File: src/rtl/roi_addr_gen_pkg.sv
// Shared save-path parameters: frame-size defaults, FSM encodings and a
// helper for sizing the bank index.
package roi_addr_gen_pkg;

  localparam int H_RES_DEF = 320;
  localparam int V_RES_DEF = 240;

  typedef enum logic [1:0] {
    ST_IDLE  = 2'd0,
    ST_SCAN  = 2'd1,
    ST_DRAIN = 2'd2
  } state_t;

  // A bank index needs at least one bit even for a single-bank buffer.
  function automatic int bank_width(input int nbank);
    return (nbank > 1) ? $clog2(nbank) : 1;
  endfunction

endpackage

File: src/rtl/roi_addr_gen_addr_pipe.sv
// Two-stage coordinate-to-address pipeline. S1 clamps the coordinate and
// captures the bank; S2 forms bank*frame + y*width + x. Each stage loads
// whenever it is empty or the stage after it is draining.
module addr_pipe
  import roi_addr_gen_pkg::*;
#(
  parameter int H_RES   = H_RES_DEF,
  parameter int V_RES   = V_RES_DEF,
  parameter int COORD_W = 13,
  parameter int ADDR_W  = 20,
  parameter int BANK_W  = 1
) (
  input  logic               clk,
  input  logic               rst,
  input  logic               coord_valid,
  output logic               coord_ready,
  input  logic [COORD_W-1:0] x,
  input  logic [COORD_W-1:0] y,
  input  logic [BANK_W-1:0]  bank,
  output logic               addr_valid,
  input  logic               addr_ready,
  output logic [ADDR_W-1:0]  addr,
  output logic               oor,
  output logic               busy
);

  localparam int FRAME = H_RES * V_RES;

  logic               s1_valid;
  logic [COORD_W-1:0] s1_x;
  logic [COORD_W-1:0] s1_y;
  logic [BANK_W-1:0]  s1_bank;
  logic               s1_oor;

  logic               s2_ready;
  logic               s1_ready;
  logic               x_over;
  logic               y_over;
  logic [COORD_W-1:0] x_clamp;
  logic [COORD_W-1:0] y_clamp;
  logic [ADDR_W-1:0]  addr_calc;

  assign s2_ready    = !addr_valid || addr_ready;
  assign s1_ready    = !s1_valid || s2_ready;
  assign coord_ready = s1_ready;
  assign busy        = s1_valid || addr_valid;

  // Clamp to the last pixel and form the address at full ADDR_W width.
  always_comb begin
    // NOTE: every output of this block is given a value up front so no
    // path through it can leave a signal unassigned and infer a latch.
    x_over  = (x >= COORD_W'(H_RES));
    y_over  = (y >= COORD_W'(V_RES));
    x_clamp = x_over ? COORD_W'(H_RES - 1) : x;
    y_clamp = y_over ? COORD_W'(V_RES - 1) : y;
    addr_calc = ADDR_W'(s1_bank) * ADDR_W'(FRAME)
              + ADDR_W'(s1_y) * ADDR_W'(H_RES)
              + ADDR_W'(s1_x);
  end

  // S1: clamped coordinate, sampled bank and out-of-range flag.
  always_ff @(posedge clk or posedge rst) begin
    // NOTE: state registers use non-blocking assignments so every register
    // samples pre-edge values regardless of statement order.
    if (rst) begin
      s1_valid <= 1'b0;
      s1_x     <= '0;
      s1_y     <= '0;
      s1_bank  <= '0;
      s1_oor   <= 1'b0;
    end else if (s1_ready) begin
      s1_valid <= coord_valid;
      if (coord_valid) begin
        s1_x    <= x_clamp;
        s1_y    <= y_clamp;
        s1_bank <= bank;
        s1_oor  <= x_over || y_over;
      end
    end
  end

  // S2: output register, held while the consumer stalls.
  always_ff @(posedge clk or posedge rst) begin
    if (rst) begin
      addr_valid <= 1'b0;
      addr       <= '0;
      oor        <= 1'b0;
    end else if (s2_ready) begin
      addr_valid <= s1_valid;
      if (s1_valid) begin
        addr <= addr_calc;
        oor  <= s1_oor;
      end
    end
  end

endmodule

File: src/rtl/roi_addr_gen.sv
// Frame-buffer address generator: converts single coordinates or raster-
// scans a rectangular ROI, with a deferred bank-advance request.
module roi_addr_gen
  import roi_addr_gen_pkg::*;
#(
  parameter int H_RES   = H_RES_DEF,
  parameter int V_RES   = V_RES_DEF,
  parameter int COORD_W = 13,
  parameter int ADDR_W  = 20,
  parameter int NBANK   = 2,
  localparam int BANK_W = bank_width(NBANK)
) (
  input  logic               iCLK,
  input  logic               iRST,
  input  logic               iMODE,
  input  logic [COORD_W-1:0] iX,
  input  logic [COORD_W-1:0] iY,
  input  logic               iVALID,
  output logic               oREADY,
  input  logic               iSTART,
  input  logic [COORD_W-1:0] iX0,
  input  logic [COORD_W-1:0] iY0,
  input  logic [COORD_W-1:0] iX1,
  input  logic [COORD_W-1:0] iY1,
  input  logic               iBANK_SWAP,
  output logic [ADDR_W-1:0]  oADDR,
  output logic               oVALID,
  input  logic               iREADY,
  output logic               oOOR,
  output logic [BANK_W-1:0]  oBANK,
  output logic               oDONE,
  output logic               oERR
);

  state_t             state_q, state_d;
  logic [COORD_W-1:0] cur_x_q, cur_y_q;
  logic [COORD_W-1:0] x0_q, x1_q, y1_q;
  logic [BANK_W-1:0]  bank_q;
  logic               pending_q;
  logic               done_q, err_q;

  logic               pipe_valid;
  logic               pipe_ready;
  logic               pipe_busy;
  logic [COORD_W-1:0] pipe_x, pipe_y;
  logic               roi_ok;
  logic               start_req;
  logic               scan_step;
  logic               scan_last;
  logic               drain_exit;
  logic               bank_apply;

  assign roi_ok = (iX0 <= iX1) && (iY0 <= iY1) &&
                  (iX1 < COORD_W'(H_RES)) && (iY1 < COORD_W'(V_RES));
  assign start_req  = (state_q == ST_IDLE) && iSTART && iMODE;
  assign scan_step  = (state_q == ST_SCAN) && pipe_ready;
  assign scan_last  = (cur_x_q == x1_q) && (cur_y_q == y1_q);
  assign drain_exit = (state_q == ST_DRAIN) && !pipe_busy;
  assign bank_apply = pending_q && ((state_q == ST_IDLE) || drain_exit);

  assign oREADY = (state_q == ST_IDLE) && !iMODE && pipe_ready && !iRST;
  assign oBANK  = bank_q;
  assign oDONE  = done_q;
  assign oERR   = err_q;

  // Next-state logic and pipeline-input selection.
  always_comb begin
    state_d    = state_q;
    pipe_valid = 1'b0;
    pipe_x     = iX;
    pipe_y     = iY;
    unique case (state_q)
      ST_IDLE: begin
        pipe_valid = iVALID && !iMODE;
        if (start_req && roi_ok) state_d = ST_SCAN;
      end
      ST_SCAN: begin
        pipe_valid = 1'b1;
        pipe_x     = cur_x_q;
        pipe_y     = cur_y_q;
        if (scan_step && scan_last) state_d = ST_DRAIN;
      end
      ST_DRAIN: begin
        if (!pipe_busy) state_d = ST_IDLE;
      end
      default: state_d = ST_IDLE;
    endcase
  end

  // State register plus the one-cycle done/error pulses.
  always_ff @(posedge iCLK or posedge iRST) begin
    if (iRST) begin
      state_q <= ST_IDLE;
      done_q  <= 1'b0;
      err_q   <= 1'b0;
    end else begin
      state_q <= state_d;
      done_q  <= drain_exit;
      err_q   <= start_req && !roi_ok;
    end
  end

  // ROI latch on start and raster cursor advance while scanning.
  always_ff @(posedge iCLK or posedge iRST) begin
    if (iRST) begin
      cur_x_q <= '0;
      cur_y_q <= '0;
      x0_q    <= '0;
      x1_q    <= '0;
      y1_q    <= '0;
    end else if (start_req && roi_ok) begin
      cur_x_q <= iX0;
      cur_y_q <= iY0;
      x0_q    <= iX0;
      x1_q    <= iX1;
      y1_q    <= iY1;
    end else if (scan_step && !scan_last) begin
      if (cur_x_q == x1_q) begin
        cur_x_q <= x0_q;
        cur_y_q <= cur_y_q + COORD_W'(1);
      end else begin
        cur_x_q <= cur_x_q + COORD_W'(1);
      end
    end
  end

  // Bank advance: a request is remembered and applied when the FSM is idle
  // or finishing a scan; a pulse that lands on the apply edge is absorbed.
  always_ff @(posedge iCLK or posedge iRST) begin
    if (iRST) begin
      bank_q    <= '0;
      pending_q <= 1'b0;
    end else begin
      if (bank_apply) begin
        bank_q    <= (bank_q == BANK_W'(NBANK - 1)) ? '0 : bank_q + BANK_W'(1);
        pending_q <= 1'b0;
      end else if (iBANK_SWAP) begin
        pending_q <= 1'b1;
      end
    end
  end

  addr_pipe #(
    .H_RES   (H_RES),
    .V_RES   (V_RES),
    .COORD_W (COORD_W),
    .ADDR_W  (ADDR_W),
    .BANK_W  (BANK_W)
  ) u_pipe (
    .clk         (iCLK),
    .rst         (iRST),
    .coord_valid (pipe_valid),
    .coord_ready (pipe_ready),
    .x           (pipe_x),
    .y           (pipe_y),
    .bank        (bank_q),
    .addr_valid  (oVALID),
    .addr_ready  (iREADY),
    .addr        (oADDR),
    .oor         (oOOR),
    .busy        (pipe_busy)
  );

endmodule

File: config.mk
export PLATFORM = sky130hd
export DESIGN_NAME = roi_addr_gen
export DESIGN_NICKNAME = d
export VERILOG_FILES = /design/src/rtl/roi_addr_gen_pkg.sv /design/src/rtl/roi_addr_gen_addr_pipe.sv /design/src/rtl/roi_addr_gen.sv
export SDC_FILE = /design/constraint.sdc
export NUM_CORES = 1
export LEC_CHECK = 0
export CAP_MARGIN = 20
export CORE_ASPECT_RATIO = 1.5
export CORE_UTILIZATION = 45
export CTS_CLUSTER_DIAMETER = 30
export DETAILED_ROUTE_END_ITERATION = 6
export GPL_ROUTABILITY_DRIVEN = 1
export GPL_TIMING_DRIVEN = 0
export PLACE_DENSITY = 0.8
export SLEW_MARGIN = 20
export SYNTH_ARGS = -nofsm -noshare
export SYNTH_HDL_FRONTEND = slang
export SYNTH_SLANG_ARGS = --single-unit
export TNS_END_PERCENT = 5
File: constraint.sdc
create_clock -name iCLK -period 5.1 [get_ports iCLK]
set_clock_uncertainty 0.05 [all_clocks]
set_input_delay 1.02 -clock iCLK [delete_from_list [all_inputs] [get_ports iCLK]]
set_output_delay 1.02 -clock iCLK [all_outputs]
set_load 0.1 [all_outputs]
Yosys cells after proc, flatten, opt, wreduce, memory -nomap -nowiden
Cells that the tools add are included.

Magnitude comparators: 6. Multiplexer cells: 18. Reductions and logical operators: 37. Add/subtract/negate cells: 5. $mul: 2. Eq/ne operators: 7.

Operators with widths (number): 13-bit two-way mux (10); 13-bit by 1-bit adder with 13-bit output, second input constant (2); 13-bit equality test (2); 13-bit <= comparator (2); 18-bit by 20-bit adder with 20-bit output (1); 20-bit by 13-bit adder with 20-bit output (1); 1-bit logical AND (17); 13-bit by 3-bit multiplier with 14-bit output, second input constant (1); 13-bit by 8-bit >= comparator with 1-bit output, second input constant (1); 13-bit by 9-bit >= comparator with 1-bit output, second input constant (1); 13-bit by 8-bit < comparator with 1-bit output, second input constant (1); 13-bit by 9-bit < comparator with 1-bit output, second input constant (1); 1-bit by 7-bit multiplier with 8-bit output, second input constant (1); 1-bit zero test (7); 2-bit two-way mux (3); 2-bit one-hot mux with 3 select lines (1); 2-bit AND reduction (3); 2-bit nonzero test (3); 1-bit logical OR (5); 2-bit by 1-bit inequality test with 1-bit output, second input constant (2); 1-bit two-way mux (3); 3-bit AND reduction (1); 2-bit by 1-bit equality test with 1-bit output, second input constant (1); 2-bit equality test, second input constant (1); 4 further kinds (4).

Output and inout port bits: 26. Bits of input ports: 85. Register bits: 122.

Longest topological paths before layout
Depth after elaboration: 7. Gate-level depth with buffers: 16. Mapped depth without buffers: 16.

Modules after synthesis
From an unflattened synthesis, not the netlist that was laid out.

Cell total of the unflattened synthesis: 812. Area total of the unflattened synthesis: 7866.3 um^2.

By module, submodules not included: roi_addr_gen (cells an instance 510, instances 1, area each 4763.3 um^2, sequential area each 1776.7 um^2); addr_pipe (cells an instance 302, instances 1, area each 3103.0 um^2, sequential area each 1276.2 um^2).

Least setup slack after synthesis
No wires, ideal clock.

Path type: input -> output. Start: input port iREADY. End: output port oREADY. Buffers on the path: 0. Data required time: 4.030 ns. Data arrival time: 4.352 ns. Cell stages on the path: 3. Slack: -0.322 ns. Path through: nand2b_1 nor2_1 nor4b_1.

Cells in the longest elaborated chain, start to end: 4.

RTL lines: start: declaration (RTL line roi_addr_gen.sv:28) `input logic iREADY,`; 1-bit logical OR (RTL line roi_addr_gen_addr_pipe.sv:43) `assign s2_ready = !addr_valid || addr_ready;`; 1-bit logical OR (RTL line roi_addr_gen_addr_pipe.sv:44) `assign s1_ready = !s1_valid || s2_ready;`; 1-bit logical AND (2 in a row) (RTL line roi_addr_gen.sv:61) `assign oREADY = (state_q == ST_IDLE) && !iMODE && pipe_ready && !iRST;`; end: declaration (RTL line roi_addr_gen.sv:19) `output logic oREADY,`.

No other way between the ends.

Worst setup path after layout
Same ends and word-level chain as after synthesis.

==> flow_metrics.tcl <==
set metrics [dict create \
    async_flop_share 1.000 \
    cpMostUsedCell "clkdlybuf4s50_1" \
    root_buffer "clkbuf_16" \
    hold_buffers 0 \
    hold_violations 0 \
    setup_viol 0 \
    synth-seq-area-share 0.4003 \
    holdPathEnd "u_pipe.addr[14]" \
    hp-start "u_pipe.addr[14]" \
    wl_um 19560 \
    drc 0 \
    synthTopCellsByArea "dfrtp_1, ha_1, xor2_1" \
    reg2reg_to "u_pipe.addr[19]" \
    core_mm2 0.01640 \
    yosysTopAreaCell "dfrtp_1" \
    met3WireLength_um 743 \
    relSlewSlack 0.3455 \
    r2r-start "u_pipe.s1_y[1]" \
    grt.overflow.total 0 \
    viasPerCell 5.608 \
    start_util 0.4650 \
    switchingPower_uw 1023 \
    drtAntennaViolNets 0 \
    first_pass_iters 5 \
    wl_met2_um 10460 \
    cp-start-kind "primary input" \
    place_congestion 0.9145 \
    fin_ws_ps 876.9 \
    synth_nets 944 \
    max_clock_freq_ghz 0.2368 \
    cts_resized 0 \
    leakage_uw 0.004390 \
    cpMaxStageDelayCell "clkdlybuf4s50_1" \
    cts_sinks 122 \
    yosysWarnings 0 \
    synthFlopType "dfrtp_1" \
    mostFrequentLayoutCell "dfrtp_1" \
    cts_tree "yes" \
    grt_pass1_vias 6595 \
    syn_to_final_growth_pct 25.39 \
    synth.ff_latch_count 122 \
    nNetsFinal 1074 \
    wirelength_met1_um 7629 \
    finalInstanceArea_mm2 0.009564 \
    dp_slack_ps 867.4 \
    clkSlewWorstSetupHoldPaths_ps 50 \
    vdd_ir_drop_max_uv 384.9 \
    grt_max_degree 75 \
    hold_class "flip-flop to flip-flop" \
    worstPathRequired_ps 4030 \
    final_layout_size_suffix_gt1_frac 0.09237 \
    final_cell_mix "dfrtp_1, clkdlybuf4s50_1, nand2_1, ha_1, o21ai_0" \
    grt_first_pass_wirelength_um 32100 \
    path_class "primary input to primary output" \
    cp_slowest_stage_delay_ps 1170 \
    num_io_pins 111 \
    placed_cell_area_mm2 0.009025 \
    synth_edf_count 0 \
    synth_top_area_frac 0.4003 \
    antenna_found_initial 1 \
    vias 6382 \
    worstHoldPathCells 2 \
    clockBufferDepth 2 \
    drtIter0Drc 261 \
    path_max_fanout 4 \
    top_layer "met4" \
    hpwl_um 15130 \
    intPower_uw 1964 \
    status "finished clean" \
    timing.final.crit_period_ps 4223 \
    slew_viol_final 0 \
    h-tree-depth 4 \
    ys_types 67 \
    p_seq_frac 0.356 \
    r2r_cells 16 \
    p_clk_frac 0.373 \
    rsz0062_at_grt "false" \
    nFillCells 1424 \
    die_h_um 161.5 \
    power_switching_share 0.3424 \
    post_synth.cell_area_avg_um2 9.655 \
    portBuffers 110 \
    rrSetupSlack_ps 1200 \
    power.share.combinational 0.271 \
    rows 57 \
    fp.dieW_um 108.3 \
    syn_area_mm2 0.007627 \
    path_cells "clkdlybuf4s50_1 -> nand2b_1 -> nor2_1 -> nor4b_2 -> clkdlybuf4s50_1" \
    cts_buffers 17 \
    worst_setup_path_end_kind "primary output" \
    die_area_mm2 0.01749 \
    worstPathArrival_ps 3150 \
    grt_usage 0.2376 \
    wl_per_cell_um 17.19 \
    synth_cells 790 \
    clk_latency_ps 410 \
    worstMarginPinSlew_ps 978.7 \
    max_cap_viol_count 0 \
    power_density_mw_per_mm2 312.3 \
    timing.final.crit_share 0.8281 \
    post-cts-setup-buffer-count 0 \
]
-- state kept, by name (all words and copies together), names as in the netlist --
signal	cells
x1_q	13
state_q	2
u_pipe.s1_oor	1
u_pipe.s1_valid	1
pending_q	1
u_pipe.oor	1
x0_q	13
u_pipe.s1_bank	1
u_pipe.s1_x	13
u_pipe.s1_y	13
oDONE	1
oERR	1
y1_q	13
u_pipe.addr_valid	1
cur_y_q	13
oBANK	1
u_pipe.addr	20
cur_x_q	13
-- stage by stage --
step	setup TNS, ps	total power (uW)	hold WS, ps	utilization	instances
2_1_floorplan	0	1639	407.7	-	790
3_3_place_gp	-111280	1880	409.7	0.5482	1106
3_5_place_dp	0	1895	419.7	0.5502	1107
4_1_cts	0	3007	432.4	0.5829	1137
5_1_grt	0	3098	461.4	0.5831	1138
6_report	0	2987	424.0	0.5831	1138
-- cell families (layout without fill, tap and decap cells) --
logic type      Yosys count  count (layout)  synth area share
simple gates            243             243            0.1621
compound gates          178             178            0.1506
other cells               0               1                 0
fa+ha+maj                69              69            0.1171
flops                   122             122            0.4003
xor+xnor                 59              59           0.06775
buf+inv                  82             223           0.04462
mux                      37              37           0.05758
-- layer usage --
layer,vias to the layer above,track usage
met3,43,0.03228
met5,-,0
met4,0,0.1235
met1,3057,0.2664
met2,195,0.4299
li1,3087,-
-- worst max-delay path, delay by kind of cell --
family                 cells  cell delay, ps
buffers and inverters      2            1620
and+or+nand+nor            3             510
-- worst max-delay path by stage --
stage          startpoint             end  slack (ps)  cells after the start
2_1_floorplan        iRST      cur_x_q[0]         790                      1
3_3_place_gp         iRST  u_pipe.addr[3]        -930                      2
3_5_place_dp       iREADY          oREADY         870                      5
4_1_cts            iREADY          oREADY         860                      5
5_1_grt            iREADY          oREADY         760                      5
6_report           iREADY          oREADY         880                      5
-- final cells by class --
class                   instances  area [um2]  area share
plain buffers                  34       160.2     0.01675
repair buffers                111        1129      0.1180
flip-flops and latches        122        3053      0.3192
clock buffers                  22       464.2     0.04853
clock inverters                 8       72.57    0.007588
diodes                          1       2.502   0.0002616
inverters                      48       185.2     0.01936
well taps                     206       257.7     0.02695
multi-input cells             586        4240      0.4434
-- cell usage after synthesis, drive strengths merged (5+ instances only) --
cell,n
ha,65
a221o,5
mux2,31
o22ai,5
and3,7
nand2,71
nor2,46
nand3,19
clkbuf,23
xor2,41
a41oi,8
xnor2,18
dfrtp,122
nand2b,5
nor4b,5
o21ai,65
a21oi,39
inv,48
nor3,27
a31oi,10
nor4,13
nor2b,7
mux2i,6
buf,11
and2,20
nand4,14
a211oi,8
-- power by group through the flow --
| stage | clock network, uW | registers (uW) | logic (uW) |
|---|---|---|---|
| 3_5_place_dp | 0 | 1080 | 812 |
| 2_1_floorplan | 0 | 1380 | 263 |
| 3_3_place_gp | 0 | 1080 | 798 |
| 6_report | 1110 | 1060 | 810 |
| 4_1_cts | 1120 | 1070 | 816 |
| 5_1_grt | 1160 | 1070 | 865 |
Note: power is estimated with default switching activity, not from simulation.
==> RTL edit: new RTL, same settings <==
The 3 states of `state_t` get a one-hot encoding in 3 bits.
--- a/src/rtl/roi_addr_gen_pkg.sv
+++ b/src/rtl/roi_addr_gen_pkg.sv
@@ -5,10 +5,10 @@
   localparam int H_RES_DEF = 320;
   localparam int V_RES_DEF = 240;
 
-  typedef enum logic [1:0] {
-    ST_IDLE  = 2'd0,
-    ST_SCAN  = 2'd1,
-    ST_DRAIN = 2'd2
+  typedef enum logic [2:0] {
+    ST_IDLE  = 3'b001,
+    ST_SCAN  = 3'b010,
+    ST_DRAIN = 3'b100
   } state_t;
 
   // A bank index needs at least one bit even for a single-bank buffer.
Formal check against the unedited RTL: same outputs for any inputs over 4 cycles, from zero or initial values and one cycle with iRST high; so few cycles prove little.
==> RTL edit against the original RTL <==
Count of clock-buffer cells in the layout is 5 lower; clock power is 15% higher; utilization is 0.067 points lower; first-iteration DRC count is 70% higher; setup slack worse by 280 ps; design area is 2.1% higher; sequential share of layout area is 0.38 points lower; power is 5.0% higher; combinational power is 2.6% lower; sequential cell count is 1 higher; routed wire length is 2.7% lower; non-clock buffer count is 1 higher; area after synthesis is 0.74% higher; critical path type unchanged; highest routed layer unchanged.
==> RTL edit: results (changes against the original RTL) <==
Placement
  • Worst slack, placed: 624 ps (was 867 ps)
  • HPWL Detailed: 14800 um (was 15100 um)
  • Routability cong.: 0.843 (was 0.915)

Route
  • WL met2: 10500 um (about the same)
  • Vias/cell: 5.55 (was 5.61)
  • WL met1: 7350 um (was 7630 um)
  • Post-Route WL: 19000 um (was 19600 um)
  • Met3 wire length: 624 um (was 743 um)

Worst setup path
  • Reg-to-Reg End: u_pipe.addr[18]$_DFFE_PP0P_ (was u_pipe.addr[19]$_DFFE_PP0P_)
  • Path depth of the worst reg2reg path: 12 (was 16)
  • Reg2reg setup slack: 1170 ps (was 1200 ps)

Finish
  • Nets: 1055 (was 1074)
  • Sequential cell area share: 0.315 (was 0.319)
  • Antenna cells: 0 (was 1)
  • Layout filler cell count: 1385 (was 1424)
  • #MultiIn Comb: 564 (was 586)
  • Layout cells sized above 1: 0.0919 (was 0.0924)
  • Sequential cell count: 123 (was 122)
  • Fraction of area in multi-input gates: 0.434 (was 0.443)
  • Signal buffers: 146 (was 145)

Global routing
  • Met2 Use GR: 0.425 (was 0.430)
  • M1 GR Usage: 0.260 (was 0.266)
  • Initial antenna violation count: 0 (was 1)
  • First-pass GRT wire length: 31700 um (was 32100 um)
  • Total track usage: 0.233 (was 0.238)
  • Largest net degree at the start of global routing: 35 (was 75)

Pwr
  • Peak supply drop: 342 uV (was 385 uV)
  • Combinational power: 0.000789 W (was 0.000810 W)
  • Part of the power in registers: 0.340 (was 0.356)
  • Pwr Total: 0.00314 W (was 0.00299 W)
  • Leak: 4.62 nW (was 4.39 nW)

Logic synthesis
  • Most instantiated cells after synthesis: 122 x dfrtp_1, 65 x ha_1, 64 x nand2_1 (was 122 x dfrtp_1, 70 x nand2_1, 65 x ha_1)
  • Multiplexer area fraction after synthesis: 0.0868 (was 0.0576)
  • Adder-Cell Fraction of Synth Area: 0.116 (was 0.117)
  • Sequential element share of the synthesized area: 0.401 (was 0.400)
  • Synth Area in Compound Gates: 0.115 (was 0.151)
  • Synth Area in XOR/XNOR: 0.0707 (was 0.0677)

Status
  • Status: complete, no violations (unchanged)

STA
  • WHS: 427 ps (was 424 ps)
  • Worst Tran Pin Value: 1020 ps (was 979 ps)

Worst hold path
  • Min-delay src: u_pipe.addr[15]$_DFFE_PP0P_ (was u_pipe.addr[14]$_DFFE_PP0P_)
RTL edit: cell types whose count changed after synthesis, moves of 8 or more:
cell and delta:
nand3_1 +12, xnor2_1 +8, mux2_2 -10, nor2b_1 +8
nor3_1 -16, mux2_4 -8, o21ai_0 -28, clkbuf_1 -10
mux2_1 +40
RTL edit: worst max path at each step:
stage | startpoint | endpoint | slack (ps) | depth (start not counted)
finish | iREADY | oREADY | 600 | 6
detailed placement | iRST | oREADY | 620 | 5
global placement | iRST | oREADY | -1470 | 4
floorplan | iRST | oREADY | 440 | 2
CTS | iREADY | oREADY | 620 | 6
global route | iREADY | oREADY | 490 | 6
RTL edit: through the flow:
stage | area, um^2 | TNS [ps] | std cells
6_report | 9760 | 0 | 1124
3_3_place_gp | 9050 | -1470 | 1088
4_1_cts | 9760 | 0 | 1124
3_5_place_dp | 9140 | 0 | 1092
5_1_grt | 9760 | 0 | 1124
2_1_floorplan | 7690 | 0 | 768
